`src/rtl/countdown_timer.sv`:
```
// -----------------------------------------------------------------------------
// countdown_timer
//
// Purpose:
//   Loadable down-counter with an expiry handshake. A programmed tick count is
//   decremented on each enabled cycle while running. When it reaches zero the
//   timer either raises a sticky expiry flag that waits for an acknowledge
//   (AUTO_RELOAD=0), or reloads the last loaded value, pulses the expiry flag
//   for one cycle and keeps running (AUTO_RELOAD=1).
//
// Parameters:
//   WIDTH        counter / load value width in bits
//   AUTO_RELOAD  1 = reload the last loaded value on expiry and keep running
//
// Ports:
//   clk           in   rising-edge clock
//   reset         in   synchronous, active-high reset
//   load          in   pulse: capture load_value into count and reload register
//   load_value    in   value captured on load
//   start         in   pulse: begin counting from the current count
//   enable        in   decrement qualifier while running
//   ack           in   clears expired (AUTO_RELOAD=0 only)
//   count         out  current count (registered)
//   busy          out  1 while running
//   zero_reached  out  combinational: count == 0
//   expired       out  expiry flag (registered)
// -----------------------------------------------------------------------------
module countdown_timer #(
    parameter int WIDTH       = 8,
    parameter int AUTO_RELOAD = 0
) (
    input  logic             clk,
    input  logic             reset,
    input  logic             load,
    input  logic [WIDTH-1:0] load_value,
    input  logic             start,
    input  logic             enable,
    input  logic             ack,
    output logic [WIDTH-1:0] count,
    output logic             busy,
    output logic             zero_reached,
    output logic             expired
);

    localparam logic [1:0] S_IDLE    = 2'd0;
    localparam logic [1:0] S_RUN     = 2'd1;
    localparam logic [1:0] S_EXPIRED = 2'd2;

    localparam logic [WIDTH-1:0] W_ONE = {{(WIDTH-1){1'b0}}, 1'b1};

    logic [1:0]       r_state;
    logic [WIDTH-1:0] r_count;
    logic [WIDTH-1:0] r_reload;
    logic             r_expired;

    // Count as seen by a start in IDLE: a load in the same cycle applies first.
    logic [WIDTH-1:0] w_idle_count;
    logic             w_terminal;

    always_comb begin
        w_idle_count = load ? load_value : r_count;
        w_terminal   = enable && (r_count == W_ONE);
    end

    // NOTE: sequential state uses non-blocking assignments only, so every
    // register samples the pre-edge values of its neighbours.
    always_ff @(posedge clk) begin
        if (reset) begin
            r_state   <= S_IDLE;
            r_count   <= '0;
            r_reload  <= '0;
            r_expired <= 1'b0;
        end else begin
            case (r_state)
                S_IDLE: begin
                    if (load) begin
                        r_count  <= load_value;
                        r_reload <= load_value;
                    end
                    if (start && (w_idle_count != '0)) begin
                        r_state <= S_RUN;
                    end
                end

                S_RUN: begin
                    // Drops the one-cycle auto-reload pulse; already 0 otherwise.
                    r_expired <= 1'b0;
                    if (load) begin
                        // A load restarts the interval and wins over a terminal
                        // decrement in the same cycle.
                        r_count  <= load_value;
                        r_reload <= load_value;
                        if (load_value == '0) begin
                            r_state <= S_IDLE;
                        end
                    end else if (w_terminal) begin
                        r_expired <= 1'b1;
                        if (AUTO_RELOAD != 0) begin
                            r_count <= r_reload;
                        end else begin
                            r_count <= '0;
                            r_state <= S_EXPIRED;
                        end
                    end else if (enable && (r_count != '0)) begin
                        r_count <= r_count - W_ONE;
                    end
                end

                S_EXPIRED: begin
                    if (load) begin
                        r_count  <= load_value;
                        r_reload <= load_value;
                    end
                    if (ack) begin
                        r_state   <= S_IDLE;
                        r_expired <= 1'b0;
                    end
                end

                default: begin
                    r_state   <= S_IDLE;
                    r_expired <= 1'b0;
                end
            endcase
        end
    end

    assign count        = r_count;
    assign busy         = (r_state == S_RUN);
    assign zero_reached = (r_count == '0);
    assign expired      = r_expired;

endmodule

```
`config.mk`:
```
export PLATFORM = sky130hd
export DESIGN_NAME = countdown_timer
export DESIGN_NICKNAME = d
export VERILOG_FILES = /design/src/rtl/countdown_timer.sv
export SDC_FILE = /design/constraint.sdc
export NUM_CORES = 1
export LEC_CHECK = 0
export ABC_CLOCK_PERIOD_IN_PS = 4100
export CORE_AREA = 2 2 58 47
export DETAILED_ROUTE_END_ITERATION = 10
export DIE_AREA = 0 0 60 49
export MAX_ROUTING_LAYER = met4
export PLACE_DENSITY = 0.62
export SETUP_SLACK_MARGIN = 0.2
export SLEW_MARGIN = 25
export SYNTH_ARGS = -nofsm -noshare
export SYNTH_HDL_FRONTEND = slang
export SYNTH_SLANG_ARGS = --single-unit
```
`constraint.sdc`:
```
create_clock -name clk -period 4.1 [get_ports clk]
set_input_delay 0.82 -clock clk [delete_from_list [all_inputs] [get_ports clk]]
set_output_delay 0.82 -clock clk [all_outputs]
set_load 0.01 [all_outputs]
```
== Yosys cells after proc, flatten, opt, wreduce, memory -nomap -nowiden ==
Cells that the tools add are included.
Word-level totals
  bits in registers: 11
  input port bits: 14
  output and inout port bits: 11
  word-level logic and storage cells: 41
Operators by class
  $add $sub $neg: 1
  eq/ne operators: 8
  muxes and demuxes: 15
  bitwise gates (word level): 1
  reductions and logical operators: 13
Operators by type and width (number)
  two-way mux 8 bit: 4
  logical NOT 8 bit: 2
  case mux 8 bit (2 select lines): 1
  nonzero test 8 bit: 2
  two-way mux 2 bit: 5
  equality test 8 x 1 -> 1 bit (second input constant): 1
  subtractor 8 x 1 -> 8 bit (second input constant): 1
  inequality test 3 x 2 -> 1 bit (second input constant): 2
  case mux 2 bit (3 select lines): 1
  inequality test 2 bit (second input constant): 2
  inequality test 4 x 2 -> 1 bit (second input constant): 1
  AND reduction 2 bit: 2
  AND reduction 4 bit: 1
  logical AND 1 bit: 3
  two-way mux 1 bit: 3
  case mux 1 bit (3 select lines): 1
  equality test 2 x 1 -> 1 bit (second input constant): 1
  equality test 2 bit (second input constant): 1
  logical NOT 2 bit: 1
  nonzero test 2 bit: 1
  OR reduction 2 bit: 1
  NOT 1 bit: 1

== Depth between registers and ports, before layout ==
Gate-level depths: netlist of the first run.
  word-level depth: 6
  gate-level depth with buffers: 7
  depth with buffers taken out: 7

== Worst setup path after synthesis of the first run ==
No wires, ideal clock.
  path type: reg-to-output
  start point: register r_count[1] (netlist: count[1])
  end point: output zero_reached
  data arrival time: 1.261 ns
  data required time: 3.280 ns
  setup slack: 2.019 ns
  stages on the path, launching flop included: 5
  path through: dfxtp_1 inv_1 ha_1 or4b_4 nor2_1
On the way
  cells in the longest elaborated chain, start to end: 1
RTL lines
  start: declaration: RTL line 52  | logic [WIDTH-1:0] r_count;
  start signal: assignment: RTL line 77  | r_count <= load_value;
  start signal: assignment: RTL line 91  | r_count <= load_value;
  start signal: assignment: RTL line 99  | r_count <= r_reload;
  logical NOT 8 bit: RTL line 130  | assign zero_reached = (r_count == '0);
  end: declaration: RTL line 41  | output logic zero_reached,
No other way between the ends.

== Final worst setup path of the first run ==
Ends and elaborated chain as after synthesis.

==> results of run 1 <==
-- layout by cell type (no fill, tap or decap), types with 3 or more instances in the layout --
cell,n
nor3b_1,5
nand3_1,5
o21ai_0,6
a21oi_1,13
dfxtp_1,11
clkdlybuf4s50_1,24
nor3_1,7
nor2_1,10
o21ai_1,6
ha_1,3
inv_1,5
clkbuf_4,3
a211oi_1,3
nand2_1,10
-- through the flow --
| stage | setup WS (ns) | power (W) |
|---|---|---|
| final | 1.18 | 0.000340 |
| after global routing | 1.05 | 0.000360 |
| after CTS | 1.17 | 0.000340 |
| after detailed placement | 1.37 | 0.000259 |
| after global placement | 1.36 | 0.000259 |
| after floorplan | 2.02 | 0.000214 |
-- per-layer routing --
layer  vias to the layer above  part of all wire  wire length [um]  global-route usage
li1                        487                 -                 -                   -
met1                       444              0.46              1190               0.267
met2                        44              0.41              1060               0.252
met3                         4              0.11               288              0.0716
met4                         0             0.017                43              0.0704
met5                         -                 0                 0                   -
-- state kept, by name, indices dropped and copies added, names as in the netlist --
signal and cells:
expired 1, r_state 2, count 8
-- worst min path at each step --
stage	startpoint	end	slack [ns]	cells after the start
detailed placement	expired	expired	0.49	2
global placement	expired	expired	0.47	2
global route	expired	expired	0.56	2
floorplan	expired	expired	0.50	2
finish	expired	expired	0.50	2
CTS	expired	expired	0.50	2
-- final cells by class --
type,count,area [sq um]
Fill cell,239,1270
Multi-Input combinational cell,94,598
Timing Repair Buffer,24,240
Sequential cell,11,220
Tap cell,36,45.0
Clock buffer,4,26.3
Inverter,6,22.5
-- Yosys cell counts, types with 3 or more instances --
| library cell | count | share of area |
|---|---|---|
| nand3_1 | 5 | 0.028 |
| nor3_1 | 7 | 0.039 |
| a211oi_1 | 3 | 0.025 |
| nand2_1 | 10 | 0.041 |
| nor2_1 | 10 | 0.041 |
| a21oi_1 | 13 | 0.072 |
| inv_1 | 5 | 0.021 |
| o21ai_0 | 6 | 0.033 |
| o21ai_1 | 6 | 0.033 |
| nor3b_1 | 5 | 0.041 |
| dfxtp_1 | 11 | 0.24 |
| ha_1 | 3 | 0.041 |
-- power groups by stage --
stage                     sequential, W  combinational (W)  clock [W]
after floorplan                0.000133          0.0000812          0
after global placement         0.000135           0.000124          0
after detailed placement       0.000136           0.000123          0
after CTS                      0.000133           0.000124  0.0000833
final                          0.000134           0.000124  0.0000823
after global routing           0.000135           0.000137  0.0000876
-- worst min-delay path: stages (launching register included) --
cell and delay (ns):
dfxtp_1 0.32, nand3_1 0.08, a21oi_1 0.06
-- logic make-up after synthesis --
logic type,Yosys count
muxes,1
buffers and inverters,12
adders and majority gates,3
DFF,11
and+or+nand+nor,48
AOI/OAI and AO/OA,42
==> impl_summary.md, run 1 <==
Route
The via-per-instance ratio is 5.59. After detailed routing, the total wire length is 2580 um. The number of violations reported at the end of detailed-routing iteration 0 is 32. The first detailed-routing pass took 4 iterations. The detail-routed net length per standard cell is 14.7 um.

The DRC violation count after routing is 0. In this run the remaining antenna-violating nets after routing total 0. The routed layout has 979 vias.

Finish
The core utilization of the finished layout is 0.476. The final design instance area without fill is 0.00115 sq mm. The final cell count without fillers is 175.

Relative to the synthesized area, the layout overhead comes to 27.4%. The fraction of layout cells with a size suffix above 1 is 0.0791. 0 antenna diodes ended up in the layout.

For this run, the post-layout net count is 157.

Power and ir drop
The register share of total power is 0.393. The total internal power is 0.000215 W. The fraction of power spent switching nets is 0.368. The total net switching power is 0.000125 W. Of the total power, combinational logic draws 0.365. Of the total power, the clock network draws 0.242.

The maximum vdd ir drop is 0.000185 V. The leakage power total is 0.402 nW. The power per cell area is 295 mW/mm^2.

Worst setup path
The kind of start point of the critical path is a flip-flop. The endpoint identified for the worst register-to-register timing path is count[5]. In this run the critical register-to-register path is launched from count[0]. At the worst endpoint, the required time is 3.28 ns. The critical path's slowest cell is clkdlybuf4s50_1. The worst setup path endpoint is zero_reached. By startpoint and endpoint, the worst setup path is classified as flip-flop to output port. The number of buffer and inverter stages on the critical path is 2. The register-to-register setup slack is 1.98 ns.

For this run, the slowest stage of the critical path takes 0.54 ns. The launching instance or port of the critical path is count[1]. The number of gates on the worst path with buffers counted is 5. The maximum fanout along the worst path is 6. The arrival time reported for the critical path endpoint is 2.10 ns.

The number of cells on the worst reg-to-reg path is 6. The kind of cell with the highest combined delay on the critical path is buffers and inverters. The endpoint kind of the worst setup timing path is an output port.

The critical path goes through inv_1 > ha_1 > or4b_4 > nor2_1 > clkdlybuf4s50_1.

Timing
The final-report max-slew violation count was 0. In the finished design, the share of the clock period the worst path needs comes to 0.713. Hold is met by 0.497 ns.

The final count of hold timing violations is 0. The worst-case clock skew is 0.00545 ns. The setup TNS is 0 ns.

Measured against its own limit, the worst slew margin works out to 0.505. Timing would allow up to 0.342 GHz. At the pin with the least slew margin, the transition time is 0.740 ns. Setup repair after global routing left no endpoint under its margin. The minimum clock period after layout is 2.92 ns. Setup violations remaining at the end of the flow were counted as 0.

Yosys
The post-synthesis cell count is 117. The largest family of logic cells by synthesized area is compound AO/OA/AOI/OAI gates. After synthesis, the share of cell area in mux cells is 0.0111. Of the total synthesized cell area, the portion taken by XOR and XNOR cells is 0. The mapped netlist covers 905 sq um. The synthesized design contains 11 register bits. Synthesis produced a netlist with a net count of 134. Yosys mapped the design onto 40 distinct sky130hd cell types. The most frequently used flop master after synthesis is dfxtp_1. The compound-gate portion of the synthesized area was 0.314. Of the total synthesized cell area, the portion taken by AND, OR, NAND and NOR gates is 0.295. Of the total synthesized cell area, the portion taken by full adders, half adders and majority gates is 0.0415. The count of warnings emitted by yosys is 0. The share of the Yosys chip area taken by registers is 0.243. The count of flip-flops with a built-in enable after synthesis is 0.

The synthesized area per cell is 7.73 sq um. The post-synthesis async set-or-reset flop share is 0.

Global route
The combined global-route utilization of all metal layers is 0.193. The maximum number of pins on one net before global-route repair is 22. For this run the aggregate overflow at the end of global routing stands at 0. The number of antenna violations at the first check in global routing is 0. The via count of the first global-routing pass is 890. The first global-routing pass estimated 4130 um of wire.

Status
The flow ran to the end, and the final reports show no timing, DRC or antenna violations.

CTS
The clock slew seen by the registers of the worst setup and hold paths is 0.08 ns. At the later pin of the worst-skew pair, clock insertion delay measures 0.28 ns. The post-CTS setup-driven buffer insertion count is 0. Clock tree synthesis selected as its root buffer the cell clkbuf_4. The maximum root-to-sink buffer count is 2. The CTS H-tree depth is 1. The TritonCTS clock tree is done. The TritonCTS buffer count is 3. The number of clock sinks seen by CTS is 11. The number of gates resized after CTS is 0.

After clock tree synthesis, the flow added hold-fix buffers numbering 0.

Floorplanning
The die area is 0.00294 sq mm. The cell row count is 16. The floorplan step set the die height to 49 um. The initial utilization of the core area, before any placement, comes to 0.373. The x dimension of the die is 60 um. The core region is 0.00242 sq mm. The count of boundary I/O pins is 25.

Run
The count of max-cap constraint violations is 0.

Placement
The total cell area at the placement stage is 0.00113 sq mm. The final estimated routing congestion in global placement is 0.872. The number of input and output port buffers inserted is 24. After legalization and detailed placement, the total HPWL measured 1820 um.

The number of placed instances, taps included, is 171.

Worst hold path
In this run the worst hold path is classified as flip-flop to flip-flop.
(Power assumes the default switching activity.)
==> run 2: changes to the inputs <==
- ABC_CLOCK_PERIOD_IN_PS: 4100 -> 2800
- clock period: 4.1 -> 2.8 ns (I/O delays scaled with it)
==> run 2 against run 1 <==
  * Non-clock buffer count increased by 2
  * Clock-buffer cell count unchanged
  * Via count is 1.6% higher
  * Clock power rose by 40%
  * Utilization rose by 0.83 points
  * Wire length is 4.0% lower
  * Global-route usage is 0.14 points lower
==> impl_summary.md, run 2 (same netlist as run 1, synthesis figures left out) <==
Finish
The number of flip-flops under the largest register name is 8 (unchanged). The layout net count was 159 (+1.3%). The register area came to 223 sq um (+1.1%).

The top cell types in the final layout, fill and taps aside, are 23 x clkdlybuf4s50_1, 13 x a21oi_1, 10 x nor2_1, 10 x nand2_1, 9 x dfxtp_1. The antenna diode count is 0 (unchanged). The fraction of layout cells with a size suffix above 1 is 0.113 (+0.0343). The total area of multi-input combinational cells is 598 sq um (unchanged).

Compared with the post-synthesis result, the final layout area differs by 29.6%. The filler cell count came to 261 (+9.2%). The most frequent standard cell in the layout excluding fill and tap cells is clkdlybuf4s50_1.

Worst setup path
The critical register-to-register path startpoint is count[0]. The kind of cell with the highest combined delay on the critical path is simple AND/OR/NAND/NOR gates. Traced cell by cell, the critical path runs through inv_1 > ha_1 > or4b_4 > nor2_1 > dlymetal6s2s_1. The launching instance or port of the critical path is count[0]. STA classifies the critical path startpoint as a flip-flop. The critical path class is flip-flop to output port. The number of buffer and inverter stages on the critical path is 2 (unchanged). The critical path's slowest cell is or4b_4. The arrival time reported for the critical path endpoint is 1.61 ns (-0.49 ns).

The endpoint kind of the worst setup timing path is an output port. The maximum fanout along the worst path is 9 (+3). The largest stage delay on the critical path is 0.47 ns (-0.07 ns). The required time of the worst setup path is 2.24 ns (-1.04 ns).

Route
The total vias in the final route is 995 (+1.6%). The number of violations reported at the end of detailed-routing iteration 0 is 49 (+53%). The DRC violation count after routing came to 0 (unchanged).

The detail-routed net length per standard cell is 14.0 um (-5.1%). The number of nets with antenna violations after detailed routing is 0 (unchanged). The via-per-instance ratio is 5.62 (+0.49%).

The total length of routed wires is 2480 um (-4.0%). The first-pass iteration count of the detailed router came to 4 (unchanged).

Timing
The setup TNS is 0 ns (unchanged). The worst setup slack after layout came to 0.629 ns (-0.549 ns). The final-report setup violation count came to 0 (unchanged). The final count of hold timing violations is 0 (unchanged). Setup repair after global routing left no endpoint under its margin.

The slew at the pin closest to its max-slew limit is 0.565 ns (-0.174 ns). The final-report max-slew violation count was 0 (unchanged). The relative slew slack is 0.620 (+0.115). The post-route clock period utilization is 0.776. The worst-case clock skew came to 0.000636 ns (-0.00481 ns). The minimum clock period after layout is 2.17 ns. Derived from the worst setup path, the maximum achievable clock frequency is 0.461 GHz.

Global route
The via count of the first global-routing pass is 934 (+4.9%). The number of antenna violations at the first check in global routing was 0 (unchanged). The first-pass GRT wire length is 4170 um (+1.2%). The residual overflow from global routing was 0 (unchanged). The maximum number of pins on one net before global-route repair is 15 (-32%). The combined global-route utilization of all metal layers is 0.192 (-0.00135).

CTS
The number of clock sinks seen by CTS was 11 (unchanged). The TritonCTS clock tree is done. The post-CTS setup-driven buffer insertion count is 0 (unchanged). The CTS H-tree depth was 1 (unchanged). The clock network latency to the later pin of the worst-skew pair is 0.27 ns (about the same). The maximum root-to-sink buffer count came to 2 (unchanged).

The clock slew seen by the registers of the worst setup and hold paths is 0.08 ns (about the same). The TritonCTS buffer count is 3 (unchanged). The tree is rooted in a clkbuf_4.

Power and ir drop
The total net switching power came to 0.000175 W (+40%). The total internal power is 0.000318 W (+48%). The clock power share is 0.233 (-0.009). The register share of total power is 0.385 (-0.008).

The leakage power total was 0.427 nW (+6.1%). The fraction of power spent switching nets came to 0.355 (-0.0123). The maximum vdd ir drop is 0.000274 V (+48%).

The power per cell area was 420 mW/mm^2 (+42%). The combinational fraction of design power is 0.383 (+0.018).

Floorplanning
The cell row count is 16 (unchanged). The die span in y is 49 um (unchanged). The count of boundary I/O pins is 25 (unchanged). The area inside the core boundary was 0.00242 sq mm (unchanged). The starting utilization of the core area is 0.373 (unchanged). The x dimension of the die is 60 um (unchanged). The die area is 0.00294 sq mm (unchanged).

Placement
The number of input and output port buffers inserted is 24 (unchanged). The final estimated routing congestion in global placement is 0.883 (+1.2%). The detailed placer's ending HPWL is 1820 um (-0.29%).

The worst setup slack after placement is 0.405 ns (-0.963 ns).

Worst hold path
The worst hold path begins at expired. The worst hold path class is flip-flop to flip-flop.

Run
The count of max-cap constraint violations is 0 (unchanged).

Status
The run finished with clean final reports.
[run 2: changes by cell type in the layout (fill, tap and decap cells not counted)]
cell             before  now
dlymetal6s2s_1        0    1
dfxtp_1              11    9
buf_4                 0    2
inv_2                 1    2
dfxtp_2               0    2
inv_1                 5    4
clkdlybuf4s50_1      24   23
[run 2: final timing paths]
path	to	slack [ns]	cells past startpoint
worst min register to register	expired	0.50	2
worst max-delay path	zero_reached	0.63	5
worst max register to register	count[6]	0.78	7
worst min-delay path	expired	0.50	2
[run 2: final cells by class]
class	instances	area share
Multi-Input combinational cell	94	0.510
Timing Repair Buffer	26	0.220
Sequential cell	11	0.190
Tap cell	36	0.0384
Clock buffer	4	0.0224
Inverter	6	0.0192
[run 2: tightest hold or removal path: stages, from the launching register on]
cell	delay, ns
dfxtp_1	0.31
nand3_1	0.08
a21oi_1	0.06
[run 2: per-layer routing]
layer  vias up  routed length (um)  GRT usage
met2        42                1020      0.257
met1       452                1190      0.266
met4         0                  82     0.0926
met3        11                 182     0.0451
met5         -                   0          -
li1        490                   -          -
[run 2: power groups by stage]
stage / logic, W / registers [W] / clock network, W
finish: 0.000189 / 0.000189 / 0.000115
global route: 0.000210 / 0.000193 / 0.000130
CTS: 0.000190 / 0.000189 / 0.000119
detailed placement: 0.000188 / 0.000192 / 0
global placement: 0.000187 / 0.000192 / 0
floorplan: 0.000119 / 0.000194 / 0
[run 2: timing repair]
item | in CTS | in global routing
hold buffers | 0 | 0
endpoints found under the setup margin | 1 | 1
gates resized for setup | 2 | 2
[run 2: through the flow]
stage                     hold WS [ns]  area (sq um)  power [W]  utilization  instances
after floorplan                  0.505           905   0.000313            -        117
after global placement           0.476          1140   0.000379        0.471        173
after detailed placement         0.481          1140   0.000380        0.471        173
after CTS                        0.496          1170   0.000498        0.482        177
after global routing             0.529          1170   0.000533        0.484        177
final                            0.496          1170   0.000493        0.484        177
